===== src/rtl/pps_fold_fir_pkg.sv =====
// pps_fold_fir_pkg: shared coefficients, FSM states and sizing helpers for the folded FIR.
// Latency: none (declarations only).
// Backpressure: none.
package pps_fold_fir_pkg;

    localparam int NHALF_MAX = 11;
    localparam int COEF_W    = 18;
    localparam int HIDX_W    = $clog2(NHALF_MAX);

    typedef logic signed [COEF_W-1:0] coef_t;

    // Unique half of a 21-tap SRRC response in 1s17; the last entry is the centre tap.
    // Shorter filters take the entries nearest the centre.
    localparam coef_t COEF_H [0:NHALF_MAX-1] = '{
        -18'sd372,  18'sd1123,  18'sd2261,  18'sd1407, -18'sd1805, -18'sd5448,
        -18'sd6116, 18'sd0,     18'sd13524, 18'sd28627, 18'sd35282
    };

    typedef enum logic [1:0] {
        IDLE = 2'd0,
        MAC  = 2'd1,
        DONE = 2'd2
    } state_t;

    function automatic int nhalf(input int ntaps);
        return (ntaps + 1) / 2;
    endfunction

    function automatic int acc_w(input int dw, input int cw, input int guard);
        return dw + cw + 1 + guard;
    endfunction

    // Out-of-range indices read as zero so an oversize filter degrades to zero taps.
    function automatic coef_t coef_at(input int idx);
        if (idx < 0 || idx >= NHALF_MAX) begin
            return '0;
        end
        return COEF_H[HIDX_W'(idx)];
    endfunction

endpackage


===== src/rtl/pps_fold_fir_mac.sv =====
// pps_fold_fir_mac: pre-adder, shared multiplier and accumulator for one folded tap per cycle.
// Latency: fold presented in cycle n lands in acc at the end of cycle n+1 (product register).
// Backpressure: none; clr has priority and discards any in-flight product.
// Ports: sys_clk/reset_n, clr (restart), fold_en (xa/xb/coef valid this cycle),
//        centre (use xa alone), xa/xb (mirrored delay-line taps), coef, acc (running sum).
module pps_fold_fir_mac
    import pps_fold_fir_pkg::*;
#(
    parameter int DW    = 18,
    parameter int CW    = 18,
    parameter int GUARD = 4
) (
    input  logic                            sys_clk,
    input  logic                            reset_n,
    input  logic                            clr,
    input  logic                            fold_en,
    input  logic                            centre,
    input  logic signed [DW-1:0]            xa,
    input  logic signed [DW-1:0]            xb,
    input  logic signed [CW-1:0]            coef,
    output logic signed [DW+CW+GUARD:0]     acc
);

    localparam int PW = DW + CW + 1;
    localparam int AW = acc_w(DW, CW, GUARD);

    logic signed [DW:0]    pre_a;
    logic signed [DW:0]    pre_b;
    logic signed [DW:0]    pre;
    logic signed [PW-1:0]  prod;
    logic signed [PW-1:0]  prod_r;
    logic                  prod_vld;
    logic signed [AW-1:0]  acc_r;

    always_comb begin
        pre_a = {xa[DW-1], xa};
        pre_b = {xb[DW-1], xb};
        // The centre tap has no mirror partner, so it must not be doubled.
        pre   = centre ? pre_a : (pre_a + pre_b);
        prod  = pre * coef;
    end

    always_ff @(posedge sys_clk or negedge reset_n) begin
        if (!reset_n) begin
            prod_r   <= '0;
            prod_vld <= 1'b0;
            acc_r    <= '0;
        end else if (clr) begin
            prod_vld <= 1'b0;
            acc_r    <= '0;
        end else begin
            prod_r   <= prod;
            prod_vld <= fold_en;
            if (prod_vld) begin
                acc_r <= acc_r + AW'(prod_r);
            end
        end
    end

    assign acc = acc_r;

endmodule


===== src/rtl/pps_fold_fir.sv =====
// pps_fold_fir: symmetric pulse-shaping FIR, one shared multiplier over (NTAPS+1)/2 folds per sample.
// Latency: y/y_valid update NHALF+2 sys_clk cycles after the sample strobe edge.
// Backpressure: none; a strobe during MAC aborts the running sequence and sets sticky overrun.
// Ports: sys_clk, reset_n (async active-low), sam_clk_en + x_in (sample in),
//        y + y_valid (result, held between updates), busy, overrun.
// Build option: define PPS_FOLD_FIR_OUT_SAT_EN to clamp y instead of wrapping.
module pps_fold_fir
    import pps_fold_fir_pkg::*;
#(
    parameter int DW    = 18,
    parameter int CW    = 18,
    parameter int NTAPS = 21,
    parameter int GUARD = 4
) (
    input  logic          sys_clk,
    input  logic          reset_n,
    input  logic          sam_clk_en,
    input  logic [DW-1:0] x_in,
    output logic [DW-1:0] y,
    output logic          y_valid,
    output logic          busy,
    output logic          overrun
);

    localparam int NHALF = nhalf(NTAPS);
    localparam int AW    = acc_w(DW, CW, GUARD);
    localparam int KW    = $clog2(NHALF + 1);

    logic [DW-1:0]        dline [0:NTAPS-1];
    state_t               state;
    state_t               state_nxt;
    logic [KW-1:0]        k;
    logic [KW-1:0]        k_nxt;
    logic                 fold_en;
    logic                 clr;
    logic                 ld_y;
    logic                 centre;
    logic [DW-1:0]        xa;
    logic [DW-1:0]        xb;
    logic signed [CW-1:0] coef;
    logic signed [CW-1:0] coef_tab [0:NHALF-1];
    logic signed [AW-1:0] acc;
    logic [DW-1:0]        y_nxt;
    logic                 acc_unused;

    // Coefficients rescaled from the stored 1s17 set to the configured CW.
    for (genvar g = 0; g < NHALF; g++) begin : g_coef
        localparam coef_t HRAW = coef_at(NHALF_MAX - NHALF + g);
        if (CW >= COEF_W) begin : g_up
            assign coef_tab[g] = CW'(HRAW) <<< (CW - COEF_W);
        end else begin : g_dn
            assign coef_tab[g] = CW'(HRAW >>> (COEF_W - CW));
        end
    end

    always_ff @(posedge sys_clk or negedge reset_n) begin
        if (!reset_n) begin
            for (int i = 0; i < NTAPS; i++) begin
                dline[i] <= '0;
            end
        end else if (sam_clk_en) begin
            dline[0] <= x_in;
            for (int i = 1; i < NTAPS; i++) begin
                dline[i] <= dline[i-1];
            end
        end
    end

    // Fold k pairs the k-th newest sample with its mirror at the far end of the line.
    always_comb begin
        xa   = '0;
        xb   = '0;
        coef = '0;
        for (int i = 0; i < NHALF; i++) begin
            if (int'(k) == i) begin
                xa   = dline[i];
                xb   = dline[NTAPS-1-i];
                coef = coef_tab[i];
            end
        end
    end

    assign centre = (int'(k) == NHALF - 1);

    // MAC runs k = 0..NHALF: the last step issues no fold and lets the product register
    // drain into acc; DONE then registers y from the settled accumulator.
    always_comb begin
        state_nxt = state;
        k_nxt     = k;
        fold_en   = 1'b0;
        clr       = 1'b0;
        ld_y      = 1'b0;
        case (state)
            IDLE: begin
            end
            MAC: begin
                if (int'(k) < NHALF) begin
                    fold_en = 1'b1;
                end
                if (int'(k) == NHALF) begin
                    state_nxt = DONE;
                end else begin
                    k_nxt = k + KW'(1);
                end
            end
            DONE: begin
                ld_y      = 1'b1;
                state_nxt = IDLE;
            end
            default: begin
                state_nxt = IDLE;
            end
        endcase
        // A new sample always restarts the sequence; ld_y stays set so a strobe
        // landing in DONE still publishes the finished result.
        if (sam_clk_en) begin
            state_nxt = MAC;
            k_nxt     = '0;
            clr       = 1'b1;
        end
    end

    always_ff @(posedge sys_clk or negedge reset_n) begin
        if (!reset_n) begin
            state <= IDLE;
            k     <= '0;
        end else begin
            state <= state_nxt;
            k     <= k_nxt;
        end
    end

    pps_fold_fir_mac #(
        .DW    (DW),
        .CW    (CW),
        .GUARD (GUARD)
    ) u_mac (
        .sys_clk (sys_clk),
        .reset_n (reset_n),
        .clr     (clr),
        .fold_en (fold_en),
        .centre  (centre),
        .xa      (xa),
        .xb      (xb),
        .coef    (coef),
        .acc     (acc)
    );

`ifdef PPS_FOLD_FIR_OUT_SAT_EN
    logic [AW-DW-CW+1:0] acc_top;
    assign acc_top = acc[AW-1:DW+CW-2];
    // Everything from the output sign bit upward must agree, otherwise clamp by sign.
    always_comb begin
        if ((&acc_top) || !(|acc_top)) begin
            y_nxt = acc[DW+CW-2:CW-1];
        end else if (acc[AW-1]) begin
            y_nxt = {1'b1, {(DW-1){1'b0}}};
        end else begin
            y_nxt = {1'b0, {(DW-1){1'b1}}};
        end
    end
`else
    assign y_nxt = acc[DW+CW-2:CW-1];
`endif

    // Fraction and guard bits are dropped on purpose.
    assign acc_unused = ^acc;

    always_ff @(posedge sys_clk or negedge reset_n) begin
        if (!reset_n) begin
            y       <= '0;
            y_valid <= 1'b0;
            overrun <= 1'b0;
        end else begin
            y_valid <= ld_y;
            if (ld_y) begin
                y <= y_nxt;
            end
            if (sam_clk_en && state == MAC) begin
                overrun <= 1'b1;
            end
        end
    end

    assign busy = (state != IDLE);

endmodule


===== config.mk =====
export PLATFORM = sky130hd
export DESIGN_NAME = pps_fold_fir
export DESIGN_NICKNAME = d
export VERILOG_FILES = /design/src/rtl/pps_fold_fir_pkg.sv /design/src/rtl/pps_fold_fir_mac.sv /design/src/rtl/pps_fold_fir.sv
export SDC_FILE = /design/constraint.sdc
export NUM_CORES = 2
export LEC_CHECK = 0
export ABC_AREA = 1
export CORE_MARGIN = 4
export CORE_UTILIZATION = 55
export DETAILED_ROUTE_END_ITERATION = 10
export PLACE_DENSITY = 0.71
export SYNTH_ARGS = -nofsm -noshare
export SYNTH_HDL_FRONTEND = slang
export SYNTH_SLANG_ARGS = --single-unit

===== constraint.sdc =====
create_clock -name sys_clk -period 10.7 [get_ports sys_clk]
set_input_delay 1.605 -clock sys_clk [delete_from_list [all_inputs] [get_ports sys_clk]]
set_output_delay 1.605 -clock sys_clk [all_outputs]
set_load 0.005 [all_outputs]

==> metrics.txt <==
# TYPE chip_impl_metric gauge
chip_impl_metric{name="timing.critical_path.slowest_cell_delay",unit="ns"} 0.70
chip_impl_metric{name="setup_viol",unit=""} 0
chip_impl_metric{name="place_hpwl",unit="mm"} 71.7
chip_impl_info{name="most-common-layout-cells",value="sky130_fd_sc_hd__nand2_1, sky130_fd_sc_hd__inv_1, sky130_fd_sc_hd__o21ai_0, sky130_fd_sc_hd__dfrtp_1, sky130_fd_sc_hd__fa_1"} 1
chip_impl_metric{name="die_h",unit="um"} 264
chip_impl_metric{name="data_arrival_at_the_endpoint_of_the_critical_path",unit="ns"} 10.62
chip_impl_info{name="path_class",value="flip-flop to flip-flop"} 1
chip_impl_metric{name="insertion_delay",unit="ns"} 0.62
chip_impl_metric{name="yosysTopAreaCellShare",unit="%"} 32.9
chip_impl_info{name="worst_path_max_delay_cell",value="sky130_fd_sc_hd__inv_1"} 1
chip_impl_metric{name="hold_viol",unit=""} 0
chip_impl_metric{name="initial_core_util",unit="%"} 55.9
chip_impl_metric{name="path_clk_slew",unit="ns"} 0.06
chip_impl_metric{name="cts_hold_buffers",unit=""} 0
chip_impl_metric{name="grt_max_degree",unit=""} 291
chip_impl_metric{name="number_of_antenna_violations_at_the_first_check_in_global_routing",unit=""} 1
chip_impl_metric{name="track_usage",unit="%"} 27.5
chip_impl_metric{name="syn_inst",unit=""} 4587
chip_impl_info{name="critical_path.endpoint_type",value="flip-flop"} 1
chip_impl_info{name="rsz0062_at_grt",value="false"} 1
chip_impl_metric{name="num-nets-final",unit=""} 5057
chip_impl_metric{name="post-place-cells",unit=""} 5356
chip_impl_metric{name="cts_buffers",unit=""} 53
chip_impl_metric{name="maxCapViolCount",unit=""} 0
chip_impl_metric{name="route.detailed.wl_per_inst",unit="um"} 17.4
chip_impl_metric{name="min_period",unit="ns"} 10.14
chip_impl_metric{name="synthArstFlopShare",unit="%"} 100
chip_impl_metric{name="layout-drive-gt1-share",unit="%"} 4.85
chip_impl_metric{name="routed-via-count",unit=""} 29600
chip_impl_metric{name="number_of_violations_reported_at_the_end_of_detailed_routing_iteration_0",unit=""} 2549
chip_impl_metric{name="drv_slew",unit=""} 0
chip_impl_info{name="hold_path_class",value="flip-flop to flip-flop"} 1
chip_impl_metric{name="area.growth.synth_to_final",unit="%"} 8.49
chip_impl_metric{name="clock_skew",unit="ns"} 0.0365
chip_impl_metric{name="synthesis.nets",unit=""} 5085
chip_impl_metric{name="yosys.cell_types.count",unit=""} 50
chip_impl_metric{name="synthesis.yosys.warnings",unit=""} 0
chip_impl_metric{name="drcViolationCount",unit=""} 0
chip_impl_metric{name="worst_pin_slew",unit="ns"} 1.16
chip_impl_metric{name="die_width",unit="um"} 264
chip_impl_metric{name="cts_buffer_depth",unit=""} 3
chip_impl_metric{name="die-area",unit="um^2"} 69900
chip_impl_info{name="tritoncts",value="done"} 1
chip_impl_info{name="final_common_cell",value="sky130_fd_sc_hd__nand2_1"} 1
chip_impl_metric{name="slew_headroom",unit="%"} 22.7
chip_impl_info{name="ys_dominant_reg_cell",value="sky130_fd_sc_hd__dfrtp_1"} 1
chip_impl_metric{name="grt_first_pass_wirelength",unit="mm"} 158
chip_impl_metric{name="fmaxAchievable",unit="MHz"} 98.6
chip_impl_metric{name="drtAntennaViolNets",unit=""} 0
chip_impl_metric{name="number_of_global_route_vias_before_repair",unit=""} 29500
chip_impl_metric{name="final_cell_count_no_fill",unit=""} 5451
chip_impl_metric{name="grt_overflow_total",unit=""} 0
chip_impl_metric{name="post_synth.cell_area_avg",unit="um^2"} 7.88
chip_impl_metric{name="placeableCoreArea",unit="um^2"} 64700
chip_impl_metric{name="number_of_enable_type_register_cells_in_the_synthesized_netlist",unit=""} 0
chip_impl_metric{name="port_buffers",unit=""} 41
chip_impl_info{name="post-synth-top-area-cell",value="sky130_fd_sc_hd__dfrtp_1"} 1
chip_impl_metric{name="drt-total-wl",unit="mm"} 94.6
chip_impl_info{name="synthTopCellsByArea",value="sky130_fd_sc_hd__dfrtp_1, sky130_fd_sc_hd__fa_1, sky130_fd_sc_hd__nand2_1"} 1
chip_impl_metric{name="synthesis.area",unit="um^2"} 36100
chip_impl_metric{name="setup_tns",unit="ns"} 0
chip_impl_metric{name="floorplan.io_pins",unit=""} 42
chip_impl_metric{name="clkSinkCount",unit=""} 475
chip_impl_info{name="status",value="completed"} 1
chip_impl_metric{name="postSynthRegisterBits",unit=""} 475
chip_impl_metric{name="vias_per_instance",unit=""} 5.43
chip_impl_metric{name="seq_area_frac_synth",unit="%"} 32.9
chip_impl_metric{name="globalplace.congestion",unit=""} 0.909
chip_impl_metric{name="firstDrtPassIters",unit=""} 5
chip_impl_metric{name="min_period_over_period",unit="%"} 94.7
chip_impl_metric{name="antenna-diode-count",unit=""} 0
chip_impl_info{name="clk_root_buffer_cell",value="sky130_fd_sc_hd__clkbuf_16"} 1
chip_impl_metric{name="critical_path.max_fanout",unit=""} 16
chip_impl_metric{name="htree_num_levels",unit=""} 2
chip_impl_metric{name="cp_data_required_time",unit="ns"} 11.18
chip_impl_info{name="start_kind",value="flip-flop"} 1
chip_impl_metric{name="rows",unit=""} 93
-- path summary, 6_finish.rpt --
path                       cells after the start                to  slack [ns]        from
hold / removal                                 2        dline[149]        0.45  dline[167]
setup / recovery                              40  u_mac.prod_r[29]        0.56        k[3]
setup reg to reg                              40  u_mac.prod_r[29]        0.56        k[3]
max in group asynchronous                      3        dline[142]        7.27     reset_n
hold reg to reg                                2        dline[149]        0.45  dline[167]
min in group asynchronous                      1          dline[5]        1.03     reset_n
-- area by class of cell --
class                           count  area (um^2)
Fill cell                        5882        25500
Clock buffer                       80         1590
Multi-Input combinational cell   3086        20400
Timing Repair Buffer              102          903
Clock inverter                     12          219
Sequential cell                   475        11900
Tap cell                          855         1070
Inverter                          841         3170
-- cells in the mapped netlist (5+ instances only) --
library cell                  n
sky130_fd_sc_hd__ha_1       153
sky130_fd_sc_hd__o221ai_1     8
sky130_fd_sc_hd__nand3b_1     8
sky130_fd_sc_hd__nand2_1   1210
sky130_fd_sc_hd__xor2_1      26
sky130_fd_sc_hd__inv_1      824
sky130_fd_sc_hd__o21ai_0    530
sky130_fd_sc_hd__nand2_2      5
sky130_fd_sc_hd__nor2_1     276
sky130_fd_sc_hd__nor2_2       7
sky130_fd_sc_hd__nor4_1       5
sky130_fd_sc_hd__o22ai_1     23
sky130_fd_sc_hd__a21o_1      10
sky130_fd_sc_hd__a22oi_1      5
sky130_fd_sc_hd__fa_1       324
sky130_fd_sc_hd__buf_1        7
sky130_fd_sc_hd__nand4_1     16
sky130_fd_sc_hd__a31oi_1     16
sky130_fd_sc_hd__buf_2       36
sky130_fd_sc_hd__a221oi_1    42
sky130_fd_sc_hd__inv_2       16
sky130_fd_sc_hd__o21bai_1    10
sky130_fd_sc_hd__o21ai_1      5
sky130_fd_sc_hd__a21oi_1    165
sky130_fd_sc_hd__a21oi_2      6
sky130_fd_sc_hd__o21ai_2     10
sky130_fd_sc_hd__clkbuf_1   139
sky130_fd_sc_hd__a211oi_1     9
sky130_fd_sc_hd__dfrtp_1    475
sky130_fd_sc_hd__or2_2       22
sky130_fd_sc_hd__nand3_1    123
sky130_fd_sc_hd__o211ai_1    17
sky130_fd_sc_hd__nor3_1      21
sky130_fd_sc_hd__xnor2_1     15
-- metrics by stage --
| step | setup slack, ns | area (um^2) | utilization [%] | hold WS (ns) |
|---|---|---|---|---|
| after CTS | 0.476 | 39200 | 60.5 | 0.442 |
| final | 0.563 | 39200 | 60.6 | 0.448 |
| after detailed placement | 0.550 | 37400 | 57.7 | 0.455 |
| after floorplan | 2.15 | 36100 | - | 0.443 |
| after global placement | 0.645 | 37400 | 57.7 | 0.443 |
| after global routing | 0.00846 | 39200 | 60.6 | 0.471 |
-- state kept, by name (all words and copies together), names as in the netlist --
name,flops
y_valid,1
y,18
u_mac.prod_vld,1
dline,378
u_mac.prod_r,35
k,4
state,2
overrun,1
u_mac.acc,35
-- cells by family (layout without fill, tap and decap cells) --
kind of cell    Yosys count  count (layout)  share of synthesized area (%)
xor+xnor                 41              41                          0.994
compound gates          870             870                           13.4
fa+ha+maj               477             477                           23.2
buf+inv                1026            1035                           10.8
simple gates           1698            1698                           18.7
flops                   475             475                           32.9
-- routing by layer --
metal	vias to the layer above	routed length, um	part of all wire (%)	GRT usage (%)
met5	-	18	0.019	0
met4	2	2290	2.4	6.57
li1	14200	-	-	-
met2	887	44600	47	45.5
met3	156	6140	6.5	4.11
met1	14300	41600	44	38.9
-- repair_timing --
item                       CTS  global route
buffers inserted             0             3
gates resized for setup      0             5
setup endpoints to repair    0             8
-- critical path, delay by kind of cell, from the launching register on --
family | cells | cell delay (ns)
compound gates | 11 | 2.33
buf+inv | 5 | 1.17
simple gates | 16 | 2.28
flops | 1 | 0.47
fa+ha+maj | 8 | 3.75
Power is left out: the tool's default activity adds up to more than one toggle a clock period on the data nets, which glitch-free logic cannot reach.
